===== src/rtl/multdiv_issue_pkg.sv =====
// Shared encodings for the mult/div issue path: FSM states, status register
// index and exception codes, reused by the bypass and hazard logic.
package multdiv_issue_pkg;
  typedef logic [1:0] state_t;

  localparam state_t S_IDLE  = 2'd0;
  localparam state_t S_START = 2'd1;
  localparam state_t S_WAIT  = 2'd2;
  localparam state_t S_DONE  = 2'd3;

  localparam int STATUS_REG_DEF    = 30;
  localparam int MULT_EXC_CODE_DEF = 4;
  localparam int DIV_EXC_CODE_DEF  = 5;
  localparam int TIMEOUT_DEF       = 40;
endpackage


===== src/rtl/multdiv_wait_counter.sv =====
// Cycle counter for the WAIT state; expired flags the last allowed WAIT cycle.
module multdiv_wait_counter #(
  parameter int CNT_W   = 6,
  parameter int TIMEOUT = 40
) (
  input  logic clock,
  input  logic reset_n,
  input  logic clr,
  input  logic inc,
  output logic expired
);
  logic [CNT_W-1:0] cnt_q;

  always_ff @(posedge clock or negedge reset_n) begin
    if (!reset_n)  cnt_q <= '0;
    else if (clr)  cnt_q <= '0;
    else if (inc)  cnt_q <= cnt_q + 1'b1;
  end

  // Fires in the TIMEOUT-th WAIT cycle, so WAIT never lasts longer than TIMEOUT cycles.
  assign expired = inc && (cnt_q == CNT_W'(TIMEOUT - 1));
endmodule


===== src/rtl/multdiv_issue.sv =====
// Execute-stage issue/writeback controller for the shared multiplier and divider.
// Holds operands for the unit's whole iteration and redirects faults to the status register.
module multdiv_issue
  import multdiv_issue_pkg::*;
#(
  parameter int DATA_W        = 32,
  parameter int REG_W         = 5,
  parameter int TIMEOUT       = TIMEOUT_DEF,
  parameter int STATUS_REG    = STATUS_REG_DEF,
  parameter int MULT_EXC_CODE = MULT_EXC_CODE_DEF,
  parameter int DIV_EXC_CODE  = DIV_EXC_CODE_DEF
) (
  input  logic              clock,
  input  logic              reset_n,
  input  logic              flush,
  input  logic              req_valid,
  input  logic              req_is_div,
  input  logic [DATA_W-1:0] req_opA,
  input  logic [DATA_W-1:0] req_opB,
  input  logic [REG_W-1:0]  req_rd,
  output logic              stall,
  output logic              busy,
  output logic [DATA_W-1:0] unit_opA,
  output logic [DATA_W-1:0] unit_opB,
  output logic              ctrl_MULT,
  output logic              ctrl_DIV,
  input  logic [DATA_W-1:0] unit_result,
  input  logic              unit_exception,
  input  logic              unit_resultRDY,
  output logic              wb_valid,
  output logic [REG_W-1:0]  wb_rd,
  output logic [DATA_W-1:0] wb_data
);
  state_t            state_q, state_d;
  logic              is_div_q, is_div_d;
  logic              exc_q, exc_d;
  logic [DATA_W-1:0] opA_q, opA_d, opB_q, opB_d, res_q, res_d;
  logic [REG_W-1:0]  rd_q, rd_d;
  logic              expired;

  multdiv_wait_counter #(.CNT_W(6), .TIMEOUT(TIMEOUT)) u_wait_cnt (
    .clock   (clock),
    .reset_n (reset_n),
    .clr     (state_q == S_START),
    .inc     (state_q == S_WAIT),
    .expired (expired)
  );

  always_comb begin
    state_d  = state_q;
    is_div_d = is_div_q;
    exc_d    = exc_q;
    opA_d    = opA_q;
    opB_d    = opB_q;
    res_d    = res_q;
    rd_d     = rd_q;
    case (state_q)
      S_IDLE: if (req_valid) begin
        opA_d    = req_opA;
        opB_d    = req_opB;
        rd_d     = req_rd;
        is_div_d = req_is_div;
        // Divide-by-zero never starts the divider.
        if (req_is_div && (req_opB == '0)) begin
          exc_d   = 1'b1;
          state_d = S_DONE;
        end else begin
          exc_d   = 1'b0;
          state_d = S_START;
        end
      end
      S_START: state_d = S_WAIT;
      S_WAIT: begin
        // A result arriving in the expiry cycle still counts.
        if (unit_resultRDY) begin
          res_d   = unit_result;
          exc_d   = unit_exception;
          state_d = S_DONE;
        end else if (expired) begin
          exc_d   = 1'b1;
          state_d = S_DONE;
        end
      end
      default: state_d = S_IDLE;
    endcase
    if (flush) begin
      state_d = S_IDLE;
      exc_d   = 1'b0;
    end
  end

  always_ff @(posedge clock or negedge reset_n) begin
    if (!reset_n) begin
      state_q  <= S_IDLE;
      is_div_q <= 1'b0;
      exc_q    <= 1'b0;
      opA_q    <= '0;
      opB_q    <= '0;
      res_q    <= '0;
      rd_q     <= '0;
    end else begin
      state_q  <= state_d;
      is_div_q <= is_div_d;
      exc_q    <= exc_d;
      opA_q    <= opA_d;
      opB_q    <= opB_d;
      res_q    <= res_d;
      rd_q     <= rd_d;
    end
  end

  // The units read operand A combinationally every cycle, so only registered copies are exposed.
  assign unit_opA  = opA_q;
  assign unit_opB  = opB_q;
  assign busy      = (state_q != S_IDLE);
  assign stall     = ((state_q == S_IDLE) && req_valid) || (state_q == S_START) || (state_q == S_WAIT);
  assign ctrl_MULT = (state_q == S_START) && !is_div_q;
  assign ctrl_DIV  = (state_q == S_START) &&  is_div_q;
  assign wb_valid  = (state_q == S_DONE) && !flush;

  always_comb begin
    wb_rd   = '0;
    wb_data = '0;
    if (state_q == S_DONE) begin
      if (exc_q) begin
        wb_rd   = REG_W'(STATUS_REG);
        wb_data = is_div_q ? DATA_W'(DIV_EXC_CODE) : DATA_W'(MULT_EXC_CODE);
      end else begin
        wb_rd   = rd_q;
        wb_data = res_q;
      end
    end
  end
endmodule


===== config.mk =====
export PLATFORM = sky130hd
export DESIGN_NAME = multdiv_issue
export DESIGN_NICKNAME = d
export VERILOG_FILES = /design/src/rtl/multdiv_issue_pkg.sv /design/src/rtl/multdiv_wait_counter.sv /design/src/rtl/multdiv_issue.sv
export SDC_FILE = /design/constraint.sdc
export NUM_CORES = 1
export LEC_CHECK = 0
export CORE_ASPECT_RATIO = 0.75
export CORE_UTILIZATION = 38
export DETAILED_ROUTE_END_ITERATION = 6
export PLACE_DENSITY = 0.85
export SETUP_SLACK_MARGIN = 0.2
export SYNTH_ARGS = -nofsm -noshare
export SYNTH_HDL_FRONTEND = slang
export SYNTH_SLANG_ARGS = --single-unit

===== constraint.sdc =====
create_clock -name clock -period 1.7 [get_ports clock]
set_input_delay 0.425 -clock clock [delete_from_list [all_inputs] [get_ports clock]]
set_output_delay 0.425 -clock clock [all_outputs]
set_load 0.01 [all_outputs]

== After elaboration in Yosys (flattened, before gate mapping) ==
Cells that the tools add are included.
Storage, ports and cells
  register bits after elaboration: 111
  bits of input ports: 108
  logic and storage cells: 53
  output and inout port bits: 106
Cells by class
  reductions and logical operators: 19
  $add $sub $neg: 1
  muxes and demuxes: 19
  equality and inequality tests: 6
Operator list (number)
  $mux 32: 2
  $logic_not 32->1: 1
  $mux 6: 2
  $mux 2: 5
  $mux 5: 2
  $add 6x1->6 const B: 1
  $eq 6x6->1 const B: 1
  $logic_and 1x1->1: 6
  $mux 1: 6
  $pmux 2 s3: 1
  $reduce_and 2->1: 3
  $eq 2x2->1 const B: 2
  $ne 4x4->1 const B: 1
  $reduce_bool 2->1: 2
  $ne 3x3->1 const B: 1
  $reduce_and 3->1: 1
  $reduce_bool 3->1: 1
  $eq 2x1->1 const B: 1
  $logic_not 1->1: 2
  $logic_not 2->1: 1
  $logic_or 1x1->1: 2
  $pmux 1 s2: 1

== Longest topological paths before layout ==
Gate-level depths: netlist of run 1.
  depth in word-level cells: 6
  depth in mapped cells: 6
  mapped depth without buffers: 6

== By module ==
A second synthesis of run 1 with hierarchy kept.
Unflattened totals
  cells, all modules: 328
  area, all modules: 4655.7 um^2
Modules (own cells, without submodules)
  multdiv_issue: times used 1, cells an instance 301, seq. area each 2627.5 um^2, area each 4374.2 um^2
  multdiv_wait_counter: times used 1, cells an instance 27, seq. area each 150.1 um^2, area each 281.5 um^2

== Least setup slack after synthesis of run 1 ==
Ideal clock, no wire load.
  path type: register -> output
  start point: reg state_q[0]
  end point: out wb_data[10]
  path buffers: 2
  arrival: 1337 ps
  stages on the path, launching flop included: 6
  path slack: -62 ps
  required time: 1275 ps
  cells stage by stage: dfrtp_1 ha_1 clkbuf_1 nor2b_1 clkbuf_1 and2_1
On the way
  longest elaborated chain between the ends: 2
Ends and longest elaborated chain
  from (decl): RTL line multdiv_issue.sv:34  | state_t state_q, state_d;
  from (signal assigned): RTL line multdiv_issue.sv:102  | state_q <= state_d;
  $eq 2x2->1: RTL line multdiv_issue.sv:124  | if (state_q == S_DONE) begin
  $mux 32: RTL line multdiv_issue.sv:124
  to (decl): RTL line multdiv_issue.sv:32  | output logic [DATA_W-1:0] wb_data
No other way between the ends.

== Final worst setup path of run 1 ==
  start point: reg state_q[1]
  end point: out wb_data[31]
Same word-level chain as after synthesis.

==> results of run 1 <==
-- flip-flops by register name, summed over array words and instances (netlist names) --
name and count:
u_wait_cnt.cnt_q 6, is_div_q 1, unit_opB 32, exc_q 1, unit_opA 32, rd_q 5
res_q 32, state_q 2
-- timing repair --
action / 4_1_cts / 5_1_grt
pin swaps: 15 / 8
endpoints found under the setup margin: 215 / 155
hold buffers: 1 / 0
gates cloned: 14 / 2
resized for setup: 322 / 19
setup buffers: 16 / 5
hold endpoints to repair: 11 / 0
-- per-layer routing --
layer,global-route usage [%],part of all wire (%),vias to the layer above
li1,-,-,1716
met1,25.0,37,1874
met2,42.9,52,183
met3,9.04,8.7,27
met4,7.69,2.1,0
met5,0,0,-
-- stage by stage --
step	power (mW)	utilization (%)	setup TNS (ns)
finish	14.3	71.4	-28.49
global route	15.0	71.4	-36.09
CTS	13.9	70.1	-13.48
detailed placement	10.6	61.7	-23.82
global placement	10.3	61.7	-19.68
floorplan	7.55	-	0
-- synth_stat cells (2+ instances only) --
library cell	number
clkbuf_1	7
nand2_1	6
o22ai_1	2
nor2_1	7
buf_2	10
a21oi_1	3
nor2b_1	4
inv_1	8
nand3_1	2
nor4_1	5
o21ai_0	2
and2_1	32
dfrtp_1	111
o21a_1	5
nand2b_1	2
ha_1	5
mux2_2	104
-- power by group through the flow --
stage	clock (mW)	combinational (mW)	sequential, mW
global route	2.33	7.81	4.85
detailed placement	0	5.86	4.74
finish	2.18	7.40	4.69
CTS	2.22	7.00	4.66
global placement	0	5.68	4.63
floorplan	0	2.58	4.97
-- worst min path at each step --
stage / end / start / cells past startpoint
5_1_grt: unit_opB[11] / req_opB[11] / 2
2_1_floorplan: exc_q / reset_n / 0
3_3_place_gp: res_q[26] / reset_n / 1
4_1_cts: unit_opB[9] / req_opB[9] / 2
3_5_place_dp: res_q[29] / reset_n / 1
6_report: unit_opB[9] / req_opB[9] / 2
-- area by class of cell --
type | instances | area [sq um]
Multi-Input combinational cell | 198 | 2040
Clock buffer | 10 | 239
Sequential cell | 111 | 2780
Tap cell | 162 | 203
Inverter | 8 | 40.0
Timing Repair Buffer | 274 | 3050
Clock inverter | 6 | 66.3
Fill cell | 787 | 3370
-- worst register-to-register path, cell delays in order, from the launching register on --
cell and delay (ns):
dfrtp_1 0.39, buf_4 0.14, buf_6 0.10, buf_6 0.12, inv_8 0.06, ha_4 0.18, nand2_8 0.06, buf_6 0.12
buf_12 0.13, buf_12 0.13, buf_16 0.13, mux2_4 0.31
-- kinds of logic (layout without fill, tap and decap cells) --
logic type                 after synthesis  after routing  synth area share (%)
and+or+nand+nor                         67             67                  8.52
muxes                                  105            105                  25.2
AOI/OAI and AO/OA                       19             19                  3.04
xor gates and xnor gates                 2              2                 0.374
adders and majority gates                5              5                  1.33
DFF                                    111            111                  59.3
buffers and inverters                   25            298                  2.27
==> run_results.csv, run 1 <==
group,metric,value,unit
pwr,combinationalPowerShare,51.9,%
grt,antenna_found_initial,0,
final_layout,fin_cells,769,
clock_tree,clock_path_buffers,2,
yosys,syn_area,0.00469,sq mm
placement,dpl_cell_area,0.00727,sq mm
pwr,p_leak,3.79,nW
critical_path,cp-start-kind,"register",
final_layout,design_area,0.00842,sq mm
critical_path,crit_type,"register to output port",
critical_path,crit_family,"buffers and inverters",
sta,period_needed,2.01,ns
pwr,p_per_area,1700,mW/mm^2
clock_tree,path_clk_slew,0.07,ns
floorplanning,io_pins,214,
sta,finalWorstSetupSlack,-0.311,ns
sta,tightest_slew,0.288,ns
clock_tree,clock_latency,0.35,ns
pwr,switchingPower,4.65,mW
yosys,yosys_warnings,0,
yosys,synth-main-ff-cell,"dfrtp_1",
drt,drt-total-wl,15000,microns
clock_tree,htreeDepth,3,
critical_path,reg2reg_to,"unit_opB[20]",
yosys,synth.top_cells.by_area,"dfrtp_1 (59%), mux2_2 (25%), and2_1 (4.3%)",
clock_tree,cts_tree,"yes",
placement,dp_slack,-0.327,ns
final_layout,diodes,0,
yosys,synth_cell_types,36,
run_status,outcome,"finished with violations",
placement,place_congestion,0.791,
critical_path,crit_start,"state_q[1]",
sta,whs,0.463,ns
yosys,synth_edf_count,0,
sta,setup_violations,146,
grt,track_usage,23.7,%
placement,placedCellCount,715,
yosys,postSynthCellCount,334,
final_layout,final_common_cell,"dfrtp_1",
floorplanning,die_area,0.0128,sq mm
final_layout,area_growth,79.6,%
critical_path,cp.arrival,1.59,ns
critical_path,crit_fanout,8,
sta,min_period_over_period,118,%
run,drv_cap,0,
sta,drv_slew,0,
floorplanning,die_h,98.2,microns
final_layout,mostFrequentLayoutCells,"dfrtp_1 (111), clkdlybuf4s50_1 (103), mux2_2 (101)",
critical_path,setup.worst_path.end,"wb_data[31]",
final_layout,drive_above_1_share,45.5,%
drt,avgRoutedWirePerCell,19.5,microns
drt,ant_nets,0,
drt,first_pass_iters,4,
pwr,switching_share,32.6,%
yosys,synth_area_leader_cell,"dfrtp_1",
sta,rsz0062_at_grt,"true",
critical_path,cp-end-kind,"output port",
critical_path,cp_num_buf_inv,3,
critical_path,r2r-start,"state_q[0]",
sta,final_hold_viol_count,0,
yosys,yosys_register_bits,111,
final_layout,layout.nets,715,
pwr,clockPowerShare,15.3,%
sta,fin_skew,0.0103,ns
yosys,ys_seq_area_share,59.3,%
critical_path,rr_worst_depth,11,
placement,dp_hpwl,9320,microns
grt,grt_pass1_wl,22300,microns
drt,drc,0,
critical_path,reg2reg_slack,-0.27,ns
placement,portBuffers,213,
critical_path,crit_cells,6,
grt,first_global_vias,4202,
sta,slew_headroom,80.5,%
yosys,avgSynthCellArea,14.0,sq um
critical_path,crit_path_cell_trace,"ha_2 > nor2b_4 > buf_12 > buf_16 > and2_1 > buf_2",
grt,grt.overflow.total,0,
clock_tree,cts_root_buf,"clkbuf_16",
floorplanning,rows,34,
critical_path,critical_path.max_stage_delay,0.39,ns
floorplanning,die_x,130,microns
critical_path,critPathSlowestCell,"dfrtp_1",
clock_tree,cts_made_buffers,9,
yosys,synth_top_area_share,59.3,%
yosys,syn_nets,447,
floorplanning,initial_core_util,39.8,%
drt,vias,3800,
hold_path,hp-class,"input pin to register",
floorplanning,core,0.0118,sq mm
sta,fmax,497,MHz
clock_tree,clkSinkCount,111,
pwr,p_int,9.62,mW
yosys,ys_async_sr_fraction,100,%
pwr,p_seq_share,32.9,%
grt,grt_max_degree,56,
drt,routed_via_density,4.94,
critical_path,critPathRequiredTime,1.27,ns
pwr,ir_drop,1000,uV
drt,drt_iter0_drc,70,
run_status,violations,"negative setup slack",
Note: power is estimated with default switching activity, not from simulation.
==> run 2: changes to the inputs <==
--- a/config.mk
+++ b/config.mk
@@ -6,9 +6,9 @@
 export NUM_CORES = 1
 export LEC_CHECK = 0
 export CORE_ASPECT_RATIO = 0.75
-export CORE_UTILIZATION = 38
+export CORE_UTILIZATION = 40
 export DETAILED_ROUTE_END_ITERATION = 6
-export PLACE_DENSITY = 0.85
+export PLACE_DENSITY = 0.86
 export SETUP_SLACK_MARGIN = 0.2
 export SYNTH_ARGS = -nofsm -noshare
 export SYNTH_HDL_FRONTEND = slang
==> constraint.sdc (replaced) <==
create_clock -name clock -period 2.2 [get_ports clock]
set_input_delay 0.55 -clock clock [delete_from_list [all_inputs] [get_ports clock]]
set_output_delay 0.55 -clock clock [all_outputs]
set_load 0.01 [all_outputs]
==> run_results.csv, run 2 (synthesis gave the netlist of run 1 again) <==
group,metric,value,unit
run_status,outcome,"finished, final reports clean",
sta,final_hold_viol_count,0,
clock_tree,cts_made_buffers,9,
final_layout,layout.nets,677,
drt,drc,0,
clock_tree,cts-hold-fix-buffers,0,
clock_tree,path_clk_slew,0.07,ns
floorplanning,initial_core_util,42.0,%
sta,tightest_slew,0.600,ns
critical_path,cpMostUsedCell,"buf_6",
clock_tree,htreeDepth,3,
clock_tree,cts_root_buf,"clkbuf_16",
placement,placedCellCount,683,
clock_tree,clock_latency,0.34,ns
placement,dpl_cell_area,0.00707,sq mm
pwr,combinationalPowerShare,47.3,%
floorplanning,die_x,127,microns
floorplanning,io_pins,214,
floorplanning,die_h,95.7,microns
drt,first_pass_iters,5,
sta,slew_headroom,60.0,%
placement,place_congestion,0.762,
critical_path,cp-end-kind,"output port",
clock_tree,clkSinkCount,111,
critical_path,crit_type,"register to output port",
pwr,clockPowerShare,16.2,%
pwr,p_per_area,1300,mW/mm^2
drt,drt-total-wl,12800,microns
sta,min_period_over_period,98.7,%
placement,dp_hpwl,8710,microns
pwr,switching_share,31.4,%
grt,grt.overflow.total,0,
critical_path,cp_num_buf_inv,3,
pwr,ir_drop,724,uV
final_layout,final_common_cell,"clkdlybuf4s50_1",
grt,grt_pass1_wl,18700,microns
sta,setup_violations,0,
critical_path,crit_path_cell_trace,"ha_2 > nor2b_4 > buf_6 > buf_16 > and2_4 > buf_6",
critical_path,critPathSlowestCell,"dfrtp_1",
sta,drv_slew,0,
final_layout,design_area,0.00768,sq mm
sta,fin_skew,0.00787,ns
clock_tree,clock_path_buffers,2,
final_layout,final_util,68.9,%
placement,portBuffers,213,
final_layout,diodes,0,
grt,antenna_found_initial,0,
critical_path,crit_fanout,8,
final_layout,drive_above_1_share,40.3,%
pwr,switchingPower,3.15,mW
critical_path,critPathRequiredTime,1.65,ns
final_layout,mostFrequentLayoutCells,"clkdlybuf4s50_1 (170), dfrtp_1 (111), mux2_2 (104)",
drt,avgRoutedWirePerCell,18.1,microns
pwr,power,10.0,mW
sta,fmax,460,MHz
pwr,p_leak,3.31,nW
critical_path,crit_family,"buffers and inverters",
run,drv_cap,0,
drt,routed_via_density,4.98,
critical_path,cp-start-kind,"register",
pwr,p_seq_share,36.5,%
floorplanning,rows,33,
grt,grt_max_degree,112,
sta,rsz0062_at_grt,"true",
drt,vias,3525,
hold_path,hp-class,"input pin to asynchronous set/reset pin",
pwr,p_int,6.87,mW
grt,track_usage,20.3,%
critical_path,cp.arrival,1.62,ns
floorplanning,core,0.0111,sq mm
sta,period_needed,2.17,ns
grt,first_global_vias,3673,
drt,drt_iter0_drc,90,
floorplanning,die_area,0.0122,sq mm
clock_tree,cts_tree,"yes",
drt,ant_nets,0,
final_layout,fin_cells,708,
final_layout,area_growth,63.9,%
critical_path,critical_path.max_stage_delay,0.36,ns
sta,final.setup.tns,0,ns
==> run 2: changes by cell type in the layout (fill, tap and decap cells not counted), sizes merged <==
cell	previous run	this run
dlygate4sd2	63	0
clkinvlp	0	1
clkinv	3	2
clkbuf	12	10
buf	101	65
clkdlybuf4s50	103	170
dlygate4sd3	1	0
clkdlybuf4s15	4	0
==> run 2: final timing paths <==
kind | slack (ns) | from | end | cells past startpoint
min | 0.27 | reset_n | rd_q[0] | 2
min in group clock | 0.50 | unit_opA[17] | unit_opA[17] | 1
max reg2reg | 0.32 | state_q[0] | unit_opA[27] | 8
max | 0.03 | state_q[1] | wb_data[16] | 6
min reg2reg | 0.50 | unit_opA[17] | unit_opA[17] | 1
max in group asynchronous | 1.47 | reset_n | unit_opA[7] | 2
==> run 2: power groups by stage <==
stage | sequential (mW) | combinational [mW] | clock, mW
floorplan | 3.81 | 1.91 | 0
global placement | 3.56 | 4.29 | 0
detailed placement | 3.63 | 4.42 | 0
CTS | 3.61 | 4.58 | 1.68
global route | 3.77 | 5.05 | 1.74
finish | 3.65 | 4.74 | 1.62
==> run 2: stage by stage <==
| step | hold WS [ns] | worst slack (ns) |
|---|---|---|
| after floorplan | 0.254 | 0.313 |
| after global placement | 0.478 | -0.0632 |
| after detailed placement | 0.485 | -0.0697 |
| after CTS | 0.302 | 0.0214 |
| after global routing | 0.323 | -0.0439 |
| final | 0.268 | 0.0284 |
==> run 2: what timing repair did <==
action / CTS / global route
pin swaps: 16 / 15
setup endpoints to repair: 42 / 42
gates cloned: 3 / 0
resized for setup: 189 / 71
setup buffers: 5 / 2
==> run 2: area by class of cell <==
type	count	area (sq um)
Multi-Input combinational cell	198	1950
Timing Repair Buffer	236	2440
Clock inverter	6	68.8
Clock buffer	9	225
Sequential cell	111	2780
Tap cell	140	175
Fill cell	758	3470
Inverter	8	37.5
==> run 2: worst reg2reg max path, delay by kind of cell, from the launching register on <==
family | cells | cell delay (ns)
buffers and inverters | 5 | 0.72
muxes | 1 | 0.45
DFF | 1 | 0.36
adders and majority gates | 1 | 0.17
and+or+nand+nor | 1 | 0.06
==> run 2: routing by layer <==
layer  track usage (%)  wire length [microns]  up-vias
met2              34.1                   6350      146
li1                  -                      -     1629
met3              7.89                   1130       12
met4              5.75                    129        0
met1              24.5                   5200     1738
met5                 0                      0        -
==> run 3: changes to the inputs <==
--- a/config.mk
+++ b/config.mk
@@ -5,11 +5,11 @@
 export SDC_FILE = /design/constraint.sdc
 export NUM_CORES = 1
 export LEC_CHECK = 0
+export ABC_AREA = 1
 export CORE_ASPECT_RATIO = 0.75
 export CORE_UTILIZATION = 40
 export DETAILED_ROUTE_END_ITERATION = 6
-export PLACE_DENSITY = 0.86
-export SETUP_SLACK_MARGIN = 0.2
+export PLACE_DENSITY_LB_ADDON = 0.05
 export SYNTH_ARGS = -nofsm -noshare
 export SYNTH_HDL_FRONTEND = slang
 export SYNTH_SLANG_ARGS = --single-unit
==> run_results.csv, run 3 <==
group,metric,value,unit
drt,drt-total-wl,12000,microns
drt,routed_via_density,4.64,
sta,tightest_slew,0.545,ns
critical_path,critPathRequiredTime,1.65,ns
drt,first_pass_iters,4,
sta,finalWorstSetupSlack,0.0694,ns
yosys,synth.top_cells.by_area,"dfrtp_1 (59%), mux2_2 (14%), nor2_1 (7.9%)",
yosys,postSynthCellCount,455,
sta,min_period_over_period,96.8,%
placement,dp_slack,-0.106,ns
floorplanning,io_pins,214,
final_layout,final_common_cell,"clkdlybuf4s50_1",
critical_path,reg2reg_slack,0.26,ns
pwr,clockPowerShare,18.2,%
clock_tree,cts-hold-fix-buffers,0,
sta,drv_slew,0,
placement,place_congestion,0.729,
clock_tree,clock_latency,0.35,ns
pwr,ir_drop,716,uV
critical_path,cp_num_buf_inv,3,
drt,ant_nets,0,
yosys,synthAdderAreaFrac,1.32,%
grt,track_usage,19.9,%
critical_path,setup.worst_path.end,"stall",
pwr,p_per_area,1250,mW/mm^2
critical_path,crit_family,"buffers and inverters",
grt,first_global_vias,3714,
yosys,avgSynthCellArea,10.4,sq um
yosys,ys_async_sr_fraction,100,%
yosys,yosys_register_bits,111,
final_layout,layout.nets,787,
critical_path,crit_cells,5,
yosys,synth-compound-area-share,5.48,%
hold_path,hp-class,"input pin to asynchronous set/reset pin",
yosys,yosys_warnings,0,
sta,slew_headroom,63.7,%
sta,rsz0062_at_grt,"false",
pwr,p_seq_share,37.7,%
drt,drt_iter0_drc,147,
clock_tree,clkSinkCount,111,
drt,drc,0,
sta,setup_violations,0,
floorplanning,rows,33,
critical_path,crit_fanout,4,
grt,grt.overflow.total,0,
critical_path,critical_path.max_stage_delay,0.44,ns
critical_path,critPathSlowestCell,"dfrtp_2",
critical_path,crit_path_cell_trace,"buf_4 > ha_2 > inv_2 > nand3_1 > dlygate4sd2_1",
yosys,synth-main-ff-cell,"dfrtp_1",
yosys,ys_seq_area_share,58.8,%
yosys,synth_common_cells,"dfrtp_1 (111), nor2_1 (99), mux2_2 (57)",
final_layout,drive_above_1_share,15.2,%
yosys,synth_area_leader_cell,"dfrtp_1",
critical_path,rr_worst_depth,6,
critical_path,cp.arrival,1.58,ns
floorplanning,initial_core_util,42.1,%
final_layout,area_growth,55.5,%
yosys,synth_cell_types,20,
final_layout,mostFrequentLayoutCells,"clkdlybuf4s50_1 (170), dfrtp_1 (109), nor2_1 (99)",
clock_tree,clock_path_buffers,2,
pwr,p_int,6.21,mW
final_layout,fin_cells,836,
floorplanning,die_area,0.0123,sq mm
sta,fin_skew,0.00667,ns
pwr,switching_share,32.4,%
yosys,synth_top_area_share,58.8,%
critical_path,crit_start,"state_q[0]",
grt,grt_pass1_wl,18800,microns
sta,whs,0.182,ns
yosys,synth-simple-area-share,12.9,%
final_layout,final_util,65.4,%
critical_path,reg2reg_to,"unit_opB[6]",
pwr,switchingPower,2.97,mW
run,drv_cap,0,
run_status,outcome,"finished, final reports clean",
placement,dp_hpwl,8820,microns
pwr,combinationalPowerShare,44.1,%
critical_path,r2r-start,"state_q[0]",
critical_path,cp-end-kind,"output port",
yosys,syn_area,0.00473,sq mm
drt,vias,3882,
yosys,yosysMostFrequentCell,"dfrtp_1",
clock_tree,path_clk_slew,0.07,ns
yosys,synth_top_family_by_area,"multiplexers",
yosys,synth_mux_area_share,14.8,%
final_layout,diodes,0,
floorplanning,die_h,96.1,microns
yosys,synth_edf_count,0,
placement,placedCellCount,817,
clock_tree,htreeDepth,3,
sta,period_needed,2.13,ns
clock_tree,cts_made_buffers,9,
critical_path,crit_type,"register to output port",
placement,portBuffers,213,
floorplanning,die_x,128,microns
floorplanning,core,0.0112,sq mm
sta,final_hold_viol_count,0,
critical_path,cp-start-kind,"register",
grt,antenna_found_initial,0,
drt,avgRoutedWirePerCell,14.3,microns
grt,grt_max_degree,61,
clock_tree,cts_root_buf,"clkbuf_16",
yosys,synth_xor_xnor_area_share,0,%
yosys,syn_nets,568,
pwr,p_leak,3.52,nW
clock_tree,cts_tree,"yes",
sta,fmax,469,MHz
## run 3: routing by layer
| layer | GRT usage (%) | vias up | wire length, microns |
|---|---|---|---|
| li1 | - | 1881 | - |
| met1 | 26.5 | 1856 | 5540 |
| met2 | 32.1 | 136 | 5570 |
| met3 | 5.39 | 9 | 736 |
| met4 | 5.65 | 0 | 119 |
| met5 | 0 | - | 0 |
## run 3: worst min-delay path by stage
| stage | startpoint | to | slack [ns] | cells past startpoint |
|---|---|---|---|---|
| finish | reset_n | res_q[20] | 0.18 | 1 |
| global route | reset_n | res_q[27] | 0.21 | 1 |
| CTS | reset_n | res_q[20] | 0.19 | 1 |
| detailed placement | unit_opB[31] | unit_opB[31] | 0.47 | 2 |
| global placement | unit_opB[0] | unit_opB[0] | 0.47 | 2 |
| floorplan | reset_n | exc_q | 0.25 | 0 |
## run 3: kinds of logic (layout without fill, tap and decap cells)
| family | count (synthesis) | count (layout) |
|---|---|---|
| AOI/OAI and AO/OA | 51 | 51 |
| adders and majority gates | 5 | 5 |
| buffers and inverters | 71 | 295 |
| DFF | 111 | 111 |
| muxes | 62 | 62 |
| and+or+nand+nor | 155 | 155 |
## run 3: layout make-up
| class | count | area, sq um |
|---|---|---|
| flip-flops and latches | 111 | 2780 |
| well taps | 157 | 196 |
| clock inverters | 6 | 67.6 |
| clock buffers | 10 | 239 |
| fillers | 952 | 3880 |
| inverters | 54 | 203 |
| multi-input cells | 273 | 1660 |
| repair buffers | 225 | 2200 |
## run 3: stage by stage
| step | instance area [sq um] | total power [mW] | TNS [ns] |
|---|---|---|---|
| floorplan | 4730 | 5.52 | 0 |
| global placement | 7060 | 7.49 | -1.35 |
| detailed placement | 7060 | 7.61 | -2.26 |
| CTS | 7330 | 9.24 | 0 |
| global route | 7350 | 9.82 | 0 |
| finish | 7350 | 9.18 | 0 |
## run 3: power by group through the flow
stage                     combinational (mW)  sequential [mW]  clock [mW]
after floorplan                         1.79             3.73           0
after global placement                  4.04             3.45           0
after detailed placement                4.12             3.49           0
after CTS                               4.07             3.46        1.71
after global routing                    4.40             3.60        1.81
final                                   4.05             3.46        1.67
## run 3: timing repair
action / 4_1_cts / 5_1_grt
setup endpoints to repair: 42 / 32
hold endpoints to repair: 0 / 0
setup buffers: 2 / 0
gates cloned: 0 / 1
gates resized for setup: 47 / 20
